`src/rtl/pprm_sbox_sequencer_if.sv`:
```
// Handshake and block bus between the round controller and the
// time-shared S-box sequencer.
interface pprm_sbox_sequencer_if #(
  parameter int NUM_BYTES = 16
);
  logic                   start;
  logic [8*NUM_BYTES-1:0] block_in;
  logic                   ready;
  logic                   busy;
  logic                   done;
  logic [8*NUM_BYTES-1:0] block_out;

  modport master (
    output start, block_in,
    input  ready, busy, done, block_out
  );

  modport slave (
    input  start, block_in,
    output ready, busy, done, block_out
  );
endinterface

```
`src/rtl/pprm_sbox_sequencer.sv`:
```
// One shared PPRM S-box sequenced over an AES block, a byte per cycle.
// Define PPRM_PIPELINE_EN for the 3-cycle registered datapath.
module pprm_sbox_sequencer #(
  parameter int NUM_BYTES = 16
) (
  input logic                  clk,
  input logic                  rst,
  pprm_sbox_sequencer_if.slave bus
);

  localparam int CW = $clog2(NUM_BYTES + 1);
  localparam int W  = 8 * NUM_BYTES;
`ifdef PPRM_PIPELINE_EN
  localparam int LAT = 3;
`else
  localparam int LAT = 1;
`endif
  localparam int DRN = (LAT > 1) ? LAT - 2 : 0;
  localparam logic [CW-1:0] LAST = CW'(NUM_BYTES - 1);
  localparam logic [8:0] POLY = 9'h11b;

  typedef enum logic [1:0] {
    S_IDLE,
    S_FEED,
    S_DRAIN,
    S_DONE
  } state_e;

  // GF(2^4) over x^4+x+1
  function automatic logic [3:0] gf4_mul(
    input logic [3:0] a,
    input logic [3:0] b
  );
    logic [3:0] r;
    logic [3:0] x;
    r = 4'h0;
    x = a;
    for (int i = 0; i < 4; i++) begin
      if (b[i]) r = r ^ x;
      x = {x[2:0], 1'b0} ^ (x[3] ? 4'h3 : 4'h0);
    end
    return r;
  endfunction

  // a^14 is the inverse in GF(16); maps 0 to 0
  function automatic logic [3:0] gf4_inv(input logic [3:0] a);
    logic [3:0] r;
    logic [3:0] p;
    logic [3:0] e;
    r = 4'h1;
    p = a;
    e = 4'he;
    for (int i = 0; i < 4; i++) begin
      if (e[i]) r = gf4_mul(r, p);
      p = gf4_mul(p, p);
    end
    return r;
  endfunction

  // tower element {h,l} = h*y + l with y^2 = y + lam
  function automatic logic [7:0] twr_mul(
    input logic [7:0] a,
    input logic [7:0] b,
    input logic [3:0] lam
  );
    logic [3:0] hh;
    logic [3:0] hi;
    logic [3:0] lo;
    hh = gf4_mul(a[7:4], b[7:4]);
    hi = hh ^ gf4_mul(a[7:4], b[3:0])
            ^ gf4_mul(a[3:0], b[7:4]);
    lo = gf4_mul(hh, lam) ^ gf4_mul(a[3:0], b[3:0]);
    return {hi, lo};
  endfunction

  // smallest lam keeping y^2+y+lam irreducible
  function automatic logic [3:0] find_lam();
    logic [3:0] r;
    logic       hit;
    logic [3:0] t;
    r = 4'h0;
    for (int c = 15; c >= 1; c--) begin
      hit = 1'b0;
      for (int i = 0; i < 16; i++) begin
        t = 4'(i);
        if ((gf4_mul(t, t) ^ t) == 4'(c)) hit = 1'b1;
      end
      if (!hit) r = 4'(c);
    end
    return r;
  endfunction

  // a tower-field root of the AES polynomial
  function automatic logic [7:0] find_root(input logic [3:0] lam);
    logic [7:0] r;
    logic [7:0] pw;
    logic [7:0] acc;
    r = 8'h00;
    for (int c = 255; c >= 2; c--) begin
      pw  = 8'h01;
      acc = 8'h00;
      for (int i = 0; i < 9; i++) begin
        if (POLY[i]) acc = acc ^ pw;
        pw = twr_mul(pw, 8'(c), lam);
      end
      if (acc == 8'h00) r = 8'(c);
    end
    return r;
  endfunction

  // column i of the map is the image of basis bit i
  function automatic logic [7:0] lin_map(
    input logic [63:0] m,
    input logic [7:0]  a
  );
    logic [7:0] r;
    r = 8'h00;
    for (int i = 0; i < 8; i++)
      if (a[i]) r = r ^ m[8*i +: 8];
    return r;
  endfunction

  function automatic logic [63:0] iso_fwd(
    input logic [7:0] g,
    input logic [3:0] lam
  );
    logic [63:0] m;
    logic [7:0]  pw;
    m  = '0;
    pw = 8'h01;
    for (int i = 0; i < 8; i++) begin
      m[8*i +: 8] = pw;
      pw = twr_mul(pw, g, lam);
    end
    return m;
  endfunction

  function automatic logic [63:0] iso_inv(input logic [63:0] m);
    logic [63:0] r;
    r = '0;
    for (int j = 0; j < 8; j++)
      for (int a = 0; a < 256; a++)
        if (lin_map(m, 8'(a)) == (8'h01 << j))
          r[8*j +: 8] = 8'(a);
    return r;
  endfunction

  localparam logic [3:0]  LAM  = find_lam();
  localparam logic [7:0]  ROOT = find_root(LAM);
  localparam logic [63:0] TO_T = iso_fwd(ROOT, LAM);
  localparam logic [63:0] TO_A = iso_inv(TO_T);

  function automatic logic [7:0] affine(input logic [7:0] b);
    return b ^ {b[6:0], b[7]} ^ {b[5:0], b[7:6]}
             ^ {b[4:0], b[7:5]} ^ {b[3:0], b[7:4]}
             ^ 8'h63;
  endfunction

  // stage 1: map to tower, norm d plus A/B nibbles
  function automatic logic [11:0] stg1(input logic [7:0] x);
    logic [7:0] t;
    logic [3:0] d;
    t = lin_map(TO_T, x);
    d = gf4_mul(gf4_mul(t[7:4], t[7:4]), LAM)
      ^ gf4_mul(t[7:4], t[3:0])
      ^ gf4_mul(t[3:0], t[3:0]);
    return {d, t};
  endfunction

  // stage 2: 4-bit inverse of the norm
  function automatic logic [11:0] stg2(input logic [11:0] s);
    return {gf4_inv(s[11:8]), s[7:0]};
  endfunction

  // stage 3: recombine, map back, affine
  function automatic logic [7:0] stg3(input logic [11:0] s);
    logic [7:0] t;
    t = {gf4_mul(s[7:4], s[11:8]),
         gf4_mul(s[7:4] ^ s[3:0], s[11:8])};
    return affine(lin_map(TO_A, t));
  endfunction

  state_e        st_q, st_d;
  logic [CW-1:0] cnt_q, cnt_d;
  logic [CW-1:0] drn_q, drn_d;
  logic [W-1:0]  in_q;
  logic [W-1:0]  out_q;

  logic          iss_v;
  logic [7:0]    iss_b;
  logic          res_v;
  logic [CW-1:0] res_t;
  logic [7:0]    res_b;
  logic          rdy, bsy, dn;

  // state and counter registers
  always_ff @(posedge clk or posedge rst) begin
    if (rst) begin
      st_q  <= S_IDLE;
      cnt_q <= '0;
      drn_q <= '0;
    end else begin
      st_q  <= st_d;
      cnt_q <= cnt_d;
      drn_q <= drn_d;
    end
  end

  // next state: feed bytes, drain pipe, pulse done
  always_comb begin
    st_d  = st_q;
    cnt_d = cnt_q;
    drn_d = drn_q;
    unique case (st_q)
      S_IDLE: begin
        if (bus.start) begin
          st_d  = S_FEED;
          cnt_d = '0;
        end
      end
      S_FEED: begin
        if (cnt_q == LAST) begin
          if (LAT > 1) begin
            st_d  = S_DRAIN;
            drn_d = CW'(DRN);
          end else begin
            st_d = S_DONE;
          end
        end else begin
          cnt_d = cnt_q + CW'(1);
        end
      end
      S_DRAIN: begin
        if (drn_q == '0) st_d = S_DONE;
        else drn_d = drn_q - CW'(1);
      end
      S_DONE: st_d = S_IDLE;
      default: st_d = S_IDLE;
    endcase
  end

  // status outputs and byte issue select
  always_comb begin
    rdy   = (st_q == S_IDLE);
    bsy   = (st_q != S_IDLE);
    dn    = (st_q == S_DONE);
    iss_v = (st_q == S_FEED);
    iss_b = 8'h00;
    for (int k = 0; k < NUM_BYTES; k++)
      if (cnt_q == CW'(k)) iss_b = in_q[8*k +: 8];
  end

  // capture the block only at acceptance
  always_ff @(posedge clk or posedge rst) begin
    if (rst) in_q <= '0;
    else if (st_q == S_IDLE && bus.start) in_q <= bus.block_in;
  end

`ifdef PPRM_PIPELINE_EN
  logic [11:0]   s1_q, s2_q;
  logic          s1_v_q, s2_v_q;
  logic [CW-1:0] s1_t_q, s2_t_q;

  // stage registers carry data, valid and byte tag
  always_ff @(posedge clk or posedge rst) begin
    if (rst) begin
      s1_q   <= '0;
      s1_v_q <= 1'b0;
      s1_t_q <= '0;
      s2_q   <= '0;
      s2_v_q <= 1'b0;
      s2_t_q <= '0;
    end else begin
      s1_q   <= stg1(iss_b);
      s1_v_q <= iss_v;
      s1_t_q <= cnt_q;
      s2_q   <= stg2(s1_q);
      s2_v_q <= s1_v_q;
      s2_t_q <= s1_t_q;
    end
  end

  assign res_v = s2_v_q;
  assign res_t = s2_t_q;
  assign res_b = stg3(s2_q);
`else
  assign res_v = iss_v;
  assign res_t = cnt_q;
  assign res_b = stg3(stg2(stg1(iss_b)));
`endif

  // write each result into the byte named by its tag
  always_ff @(posedge clk or posedge rst) begin
    if (rst) begin
      out_q <= '0;
    end else begin
      for (int k = 0; k < NUM_BYTES; k++)
        if (res_v && res_t == CW'(k))
          out_q[8*k +: 8] <= res_b;
    end
  end

  assign bus.ready     = rdy;
  assign bus.busy      = bsy;
  assign bus.done      = dn;
  assign bus.block_out = out_q;

endmodule

```
`src/flat_wrapper.sv`:
```
// flat-port wrapper written by rule: the top's interface ports become plain ports
module pprm_sbox_sequencer_flat 
#(
  parameter int NUM_BYTES = 16
)
  (clk, rst, bus_start, bus_block_in, bus_ready, bus_busy, bus_done, bus_block_out);
  pprm_sbox_sequencer_if #(.NUM_BYTES(NUM_BYTES)) bus_i ();
  input logic clk;
  input logic rst;
  input wire logic [$bits(bus_i.start)-1:0] bus_start;
  input wire logic [$bits(bus_i.block_in)-1:0] bus_block_in;
  output wire logic [$bits(bus_i.ready)-1:0] bus_ready;
  output wire logic [$bits(bus_i.busy)-1:0] bus_busy;
  output wire logic [$bits(bus_i.done)-1:0] bus_done;
  output wire logic [$bits(bus_i.block_out)-1:0] bus_block_out;
  assign bus_i.start = bus_start;
  assign bus_i.block_in = bus_block_in;
  assign bus_ready = bus_i.ready;
  assign bus_busy = bus_i.busy;
  assign bus_done = bus_i.done;
  assign bus_block_out = bus_i.block_out;
  pprm_sbox_sequencer #(.NUM_BYTES(NUM_BYTES)) u_core (.clk(clk), .rst(rst), .bus(bus_i));
endmodule
```
`config.mk`:
```
export PLATFORM = sky130hd
export DESIGN_NAME = pprm_sbox_sequencer_flat
export DESIGN_NICKNAME = d
export VERILOG_FILES = /design/src/rtl/pprm_sbox_sequencer_if.sv /design/src/rtl/pprm_sbox_sequencer.sv /design/src/flat_wrapper.sv
export SDC_FILE = /design/constraint.sdc
export NUM_CORES = 1
export LEC_CHECK = 0
export ABC_CLOCK_PERIOD_IN_PS = 12710
export CAP_MARGIN = 20
export CORE_MARGIN = 2
export CORE_UTILIZATION = 35
export DETAILED_ROUTE_END_ITERATION = 10
export PLACE_DENSITY_LB_ADDON = 0.3
export SYNTH_ARGS = -nofsm -noshare
export SYNTH_HDL_FRONTEND = slang
export SYNTH_SLANG_ARGS = --single-unit
```
`constraint.sdc`:
```
create_clock -name clk -period 12.71 [get_ports clk]
set_input_delay 2.542 -clock clk [delete_from_list [all_inputs] [get_ports clk]]
set_output_delay 2.542 -clock clk [all_outputs]
set_load 0.1 [all_outputs]
```
Word-level counts from Yosys, hierarchy flattened
Index checks and enable logic that the tools add are counted.
- output and inout bits: 131
- flip-flop bits (word level): 268
- bits of input ports: 131
- equality and inequality tests: 22
- bitwise gates (word level): 83
- reduce and logical (&&, ||, !) cells: 25
- add/sub/neg operators: 2
- multiplexer cells: 110
- operators by type and width (cell ; number):
    $xor A4 B4 Y4 ; 60
    $mux W8 ; 22
    $mux W4 ; 41
    $mux W2 ; 32
    $eq A5 B4 Y1 const B ; 8
    $xor A8 B8 Y8 ; 4
    $mux W7 ; 4
    $eq A5 B3 Y1 const B ; 4
    $mux W6 ; 3
    $logic_and A1 B1 Y1 ; 17
    $not A4 Y4 ; 3
    $eq A5 B2 Y1 const B ; 2
    $logic_not A5 Y1 ; 2
    $mux W5 ; 2
    $pmux W5 S2 ; 1
    $not A3 Y3 ; 3
    $pmux W2 S4 ; 1
    $ne A2 B2 Y1 const B ; 3
    $not A2 Y3 ; 2
    $not A6 Y6 ; 1
    $reduce_and A3 Y1 ; 2
    $add A5 B1 Y5 const B ; 1
    $eq A5 B1 Y1 const B ; 1
    $not A4 Y5 ; 1
    14 further kinds ; 22

Logic depth before layout (Yosys ltp)
- depth in word-level cells: 103
- gate-level depth with buffers: 39
- gate-level depth less buffers: 33

Worst setup path before layout
OpenSTA, ideal clock, no wires.
- path kind: register to register
- start: reg u_core.cnt_q[0]
- end: reg u_core.out_q[13] (netlist: u_core.bus.block_out[13])
- data arrival time: 8473 ps
- period minus slack after synthesis: 8602 ps
- data required time: 12582 ps
- setup slack: 4108 ps
- cell stages (with the launch flop): 36
- path buffers: 9
- cell sequence: dfrtp_1 ha_1 buf_2 buf_1 clkbuf_1 and3_1 ha_1 clkbuf_1 nand2_1 o31ai_1 o31ai_4 xor2_4 buf_4 xnor2_1 ha_1 mux2i_1 or3_1 a211o_1 nand2_1 clkbuf_1 xnor2_1 xnor2_1 ha_1 clkbuf_1 a21oi_1 o2111a_1 a2111oi_2 and3_4 buf_2 nor4_1 a311oi_1 a32oi_1 a32oi_2 xor3_2 buf_4 mux2_1
- longest elaborated chain between the ends: 91
- RTL lines (what ; RTL line ; text):
    start, declared ; pprm_sbox_sequencer.sv:184 ; logic [CW-1:0] cnt_q, cnt_d;
    start signal, assigned ; pprm_sbox_sequencer.sv:204 ; cnt_q <= cnt_d;
    $logic_not A5 Y1 ; pprm_sbox_sequencer.sv:250 ; if (cnt_q == CW'(k)) iss_b = in_q[8*k +: 8];
    $mux W8 (16 in a row) ; pprm_sbox_sequencer.sv:250 ;
    $mux W6 ; pprm_sbox_sequencer.sv:119 ; if (a[i]) r = r ^ m[8*i +: 8];
    $mux W7 (2 in a row) ; pprm_sbox_sequencer.sv:119 ;
    $not A4 Y4 (no line) ; - ;
    $mux W6 ; pprm_sbox_sequencer.sv:119 ;
    $mux W8 ; pprm_sbox_sequencer.sv:119 ;
    $not A3 Y3 (no line) ; - ;
    (+57 left out) ; - ;
    $mux W8 ; pprm_sbox_sequencer.sv:119 ;
    $not A4 Y4 (no line) ; - ;
    $mux W8 ; pprm_sbox_sequencer.sv:119 ;
    $not A6 Y6 (no line) ; - ;
    $mux W8 ; pprm_sbox_sequencer.sv:119 ;
    $xor A8 B8 Y8 (2 in a row) ; pprm_sbox_sequencer.sv:154 ; return b ^ {b[6:0], b[7]} ^ {b[5:0], b[7:6]}
    $xor A8 B8 Y8 (2 in a row) ; pprm_sbox_sequencer.sv:155 ; ^ {b[4:0], b[7:5]} ^ {b[3:0], b[7:4]}
    $not A4 Y4 (no line) ; - ;
    end signal, assigned by index ; pprm_sbox_sequencer.sv:299 ; out_q[8*k +: 8] <= res_b;
    end, declared ; pprm_sbox_sequencer.sv:187 ; logic [W-1:0] out_q;
Parallel ways exist; a longest one is shown, timed or not.
A chain may end at the register's enable or synchronous reset.

Worst setup path in the final report
- start: reg u_core.cnt_q[0]
- end: reg u_core.out_q[77] (netlist: u_core.bus.block_out[77])
The elaborated chain is that of the path after synthesis.

==> key figures <==
Status
  – Status: finished clean

Routing
  – Vias/cell: 5.420
  – 1st-iter DRT viols: 865
  – Drt pass-1 iters: 5
  – Routed vias: 11270
  – Wire per inst: 21.53 um
  – DRT antenna net count: 0
  – DRC viols: 0
  – Routed WL: 44770 um

Clock network
  – Htree depth: 1
  – Clock root buffer: clkbuf_16
  – Clk_lat worst skew: 0.59 ns
  – Max Root-Sink Buffers: 3
  – Setup bufs post-CTS: 0
  – Cts repair resizes: 0
  – TritonCTS Buffers: 30
  – CTS sink cnt: 268
  – # hold bufs at CTS: 0
  – Clock Pin Slew Worst Setup and Hold Paths: 0.06 ns
  – CTS tree: yes

Finish
  – Share of post-route cells with drive strength above 1: 0.1877
  – Nets: 1674
  – Core Util, Final: 0.4605
  – Register area: 0.006706 mm2
  – Multi-input gate area: 0.006928 mm2
  – Area Growth Syn to Fin: 29.63%
  – Fill cells: 3692

Global route
  – Met3 Use GR: 0.03182
  – Busiest grt layer: met2
  – Vias in the first global route: 11080
  – Gr ovfl total: 0
  – Largest net degree at the start of global routing: 134
  – Global-route wire length before repair: 67930 um
  – M2 GR Usage: 0.3314
  – Met1 Track Usage GR: 0.2945
  – Total Routing Usage GR: 0.2101
  – Initial antenna violation count: 4

Yosys
  – Netlist Area Pre-Place: 0.01411 mm2
  – Post-synth EDFFs: 0
  – Asr flop ratio synth: 1.000
  – Cell variety after synth: 99
  – Cell count after synthesis: 1310
  – Mean Syn Cell Area: 10.77 um2
  – Synth area leaders: dfrtp_1, mux2_2, nand2_1
  – Ys flop type: dfrtp_1
  – Synth top area share: 0.4751
  – Most common cell in the netlist: dfrtp_1
  – Largest area contributor in the netlist: dfrtp_1
  – Seq/Total Area, Yosys: 0.4751
  – Synth top cells by count: dfrtp_1, mux2_2, nand2_1
  – Synth warnings: 0
  – Synth Register Bits: 268
  – Mapped Nets: 1458

Setup path
  – CP Max Fanout: 49
  – Worst r2r src: u_core.cnt_q[0]$_DFFE_PP0P_
  – Setup crit end: u_core.bus.block_out[77]$_DFFE_PP0P_
  – Worst EP required: 13.16 ns
  – Delay of the slowest cell on the worst path: 0.73 ns
  – Crit path from: u_core.cnt_q[0]$_DFFE_PP0P_
  – Critical Path End Type: flop
  – Critical path launch point type: flop
  – CP dominant cell by count: inv_1
  – Worst r2r dst: u_core.bus.block_out[77]$_DFFE_PP0P_
  – Reg2Reg Setup Slack: 1.83 ns
  – Kind of critical path: reg -> reg
  – Slowest CP cell: xor2_2
  – R2R depth: 33
  – Critical path arrival: 11.33 ns

Min path
  – Min-Delay Path Class: reg -> reg

STA
  – Fin Setup TNS: 0 ns
  – Least-Margin Pin Slew: 1.080 ns
  – Max Clk Rate: 0.09191 GHz
  – Slew Limit Fails: 0
  – Clock skew: 0.03884 ns
  – Final period util: 0.8560
  – Minimum clock period after layout: 10.88 ns
  – Final setup vio count: 0
  – RSZ-0062 raised after global routing: false
  – Rel. slew slack: 0.2800
  – Final hold violations: 0

Die
  – CORE AREA: 0.03973 mm2
  – Num ports: 262
  – Initial Util: 0.3553
  – Rows: 73
  – Chip Height: 204.8 um
  – Chip Width: 204.8 um
  – DIE AREA: 0.04195 mm2

Run
  – Max Cap Violations: 0

Place
  – DP HPWL: 32580 um
  – Port Buffers: 261
  – GP Congestion: 0.8861
[critical path, delay by kind of cell (launching register included)]
family / cells / cell delay (ns)
mux: 2 / 0.41
flops: 1 / 0.46
simple gates: 5 / 1.09
buf+inv: 6 / 1.67
xor+xnor: 6 / 2.35
compound gates: 11 / 3.57
fa+ha+maj: 3 / 1.18
[layer usage]
| layer | share of wire | routed length [um] |
|---|---|---|
| met1 | 0.44 | 19700 |
| met2 | 0.47 | 20960 |
| met3 | 0.059 | 2657 |
| met4 | 0.032 | 1447 |
| met5 | 0 | 0 |
[layout make-up]
class | count | share of cell area
diodes | 4 | 0.0005470
clock buffers | 42 | 0.04732
clock inverters | 14 | 0.01518
inverters | 28 | 0.006154
multi-input cells | 920 | 0.3786
flip-flops and latches | 268 | 0.3665
well taps | 525 | 0.03590
repair buffers | 278 | 0.1498
[placed cells by master, fill, tap and decap left out, types with 5 or more instances in the layout]
| master | n |
|---|---|
| a21o_1 | 9 |
| o41ai_1 | 5 |
| a21oi_1 | 52 |
| nor2_1 | 53 |
| inv_1 | 26 |
| nor2b_1 | 13 |
| ha_1 | 15 |
| xor2_1 | 11 |
| nor3_1 | 23 |
| o21ai_1 | 16 |
| clkbuf_1 | 5 |
| a221oi_1 | 10 |
| o221ai_1 | 5 |
| mux2_2 | 174 |
| bufinv_16 | 7 |
| a2111oi_2 | 5 |
| xnor2_2 | 6 |
| and2_1 | 8 |
| xnor2_1 | 33 |
| nand2b_1 | 9 |
| nand2_1 | 140 |
| nor4_1 | 15 |
| a31o_2 | 5 |
| a31oi_1 | 6 |
| o21a_1 | 6 |
| clkbuf_16 | 30 |
| a211oi_1 | 17 |
| clkbuf_8 | 7 |
| nand4_1 | 9 |
| o211ai_1 | 6 |
| buf_4 | 17 |
| nand3_1 | 25 |
| and3_1 | 5 |
| o21ai_0 | 101 |
| o2111ai_1 | 7 |
| o22ai_1 | 11 |
| dfrtp_1 | 268 |
| nand3b_1 | 8 |
| clkdlybuf4s50_1 | 261 |
[sequential cells by signal (all words and copies together) (netlist names)]
register	cells
u_core.bus.block_out	128
u_core.cnt_q	5
u_core.drn_q	5
u_core.in_q	128
u_core.st_q	2
[logic make-up (layout without fill, tap and decap cells)]
group | after synthesis | in the layout | synth area share
simple gates | 335 | 335 | 0.1145
compound gates | 324 | 324 | 0.1604
flops | 268 | 268 | 0.4751
mux | 180 | 180 | 0.1432
buf+inv | 122 | 362 | 0.03546
xor+xnor | 64 | 64 | 0.05620
fa+ha+maj | 17 | 17 | 0.01507
other cells | 0 | 4 | 0
[through the flow]
stage	hold WS [ns]	std cells	worst slack [ns]	instance area, um2
floorplan	0.4420	1310	2.786	14110
global placement	0.4630	2019	2.400	17140
detailed placement	0.4689	2019	2.051	17140
CTS	0.4835	2075	2.024	18290
global route	0.5040	2079	1.059	18300
finish	0.4724	2079	1.830	18300
[how the worst min path moves through the flow]
stage	from	to	slack, ns	cells past startpoint
after global placement	u_core.bus.block_out[74]$_DFFE_PP0P_	u_core.bus.block_out[74]$_DFFE_PP0P_	0.46	2
final	u_core.drn_q[4]$_DFFE_PP0P_	u_core.drn_q[4]$_DFFE_PP0P_	0.47	1
after CTS	u_core.bus.block_out[66]$_DFFE_PP0P_	u_core.bus.block_out[66]$_DFFE_PP0P_	0.48	2
after global routing	u_core.bus.block_out[47]$_DFFE_PP0P_	u_core.bus.block_out[47]$_DFFE_PP0P_	0.50	2
after detailed placement	u_core.drn_q[4]$_DFFE_PP0P_	u_core.drn_q[4]$_DFFE_PP0P_	0.47	1
after floorplan	u_core.drn_q[4]$_DFFE_PP0P_	u_core.drn_q[4]$_DFFE_PP0P_	0.44	1
Power is left out: the tool's default activity adds up to more than one toggle a clock period on the data nets, which glitch-free logic cannot reach.
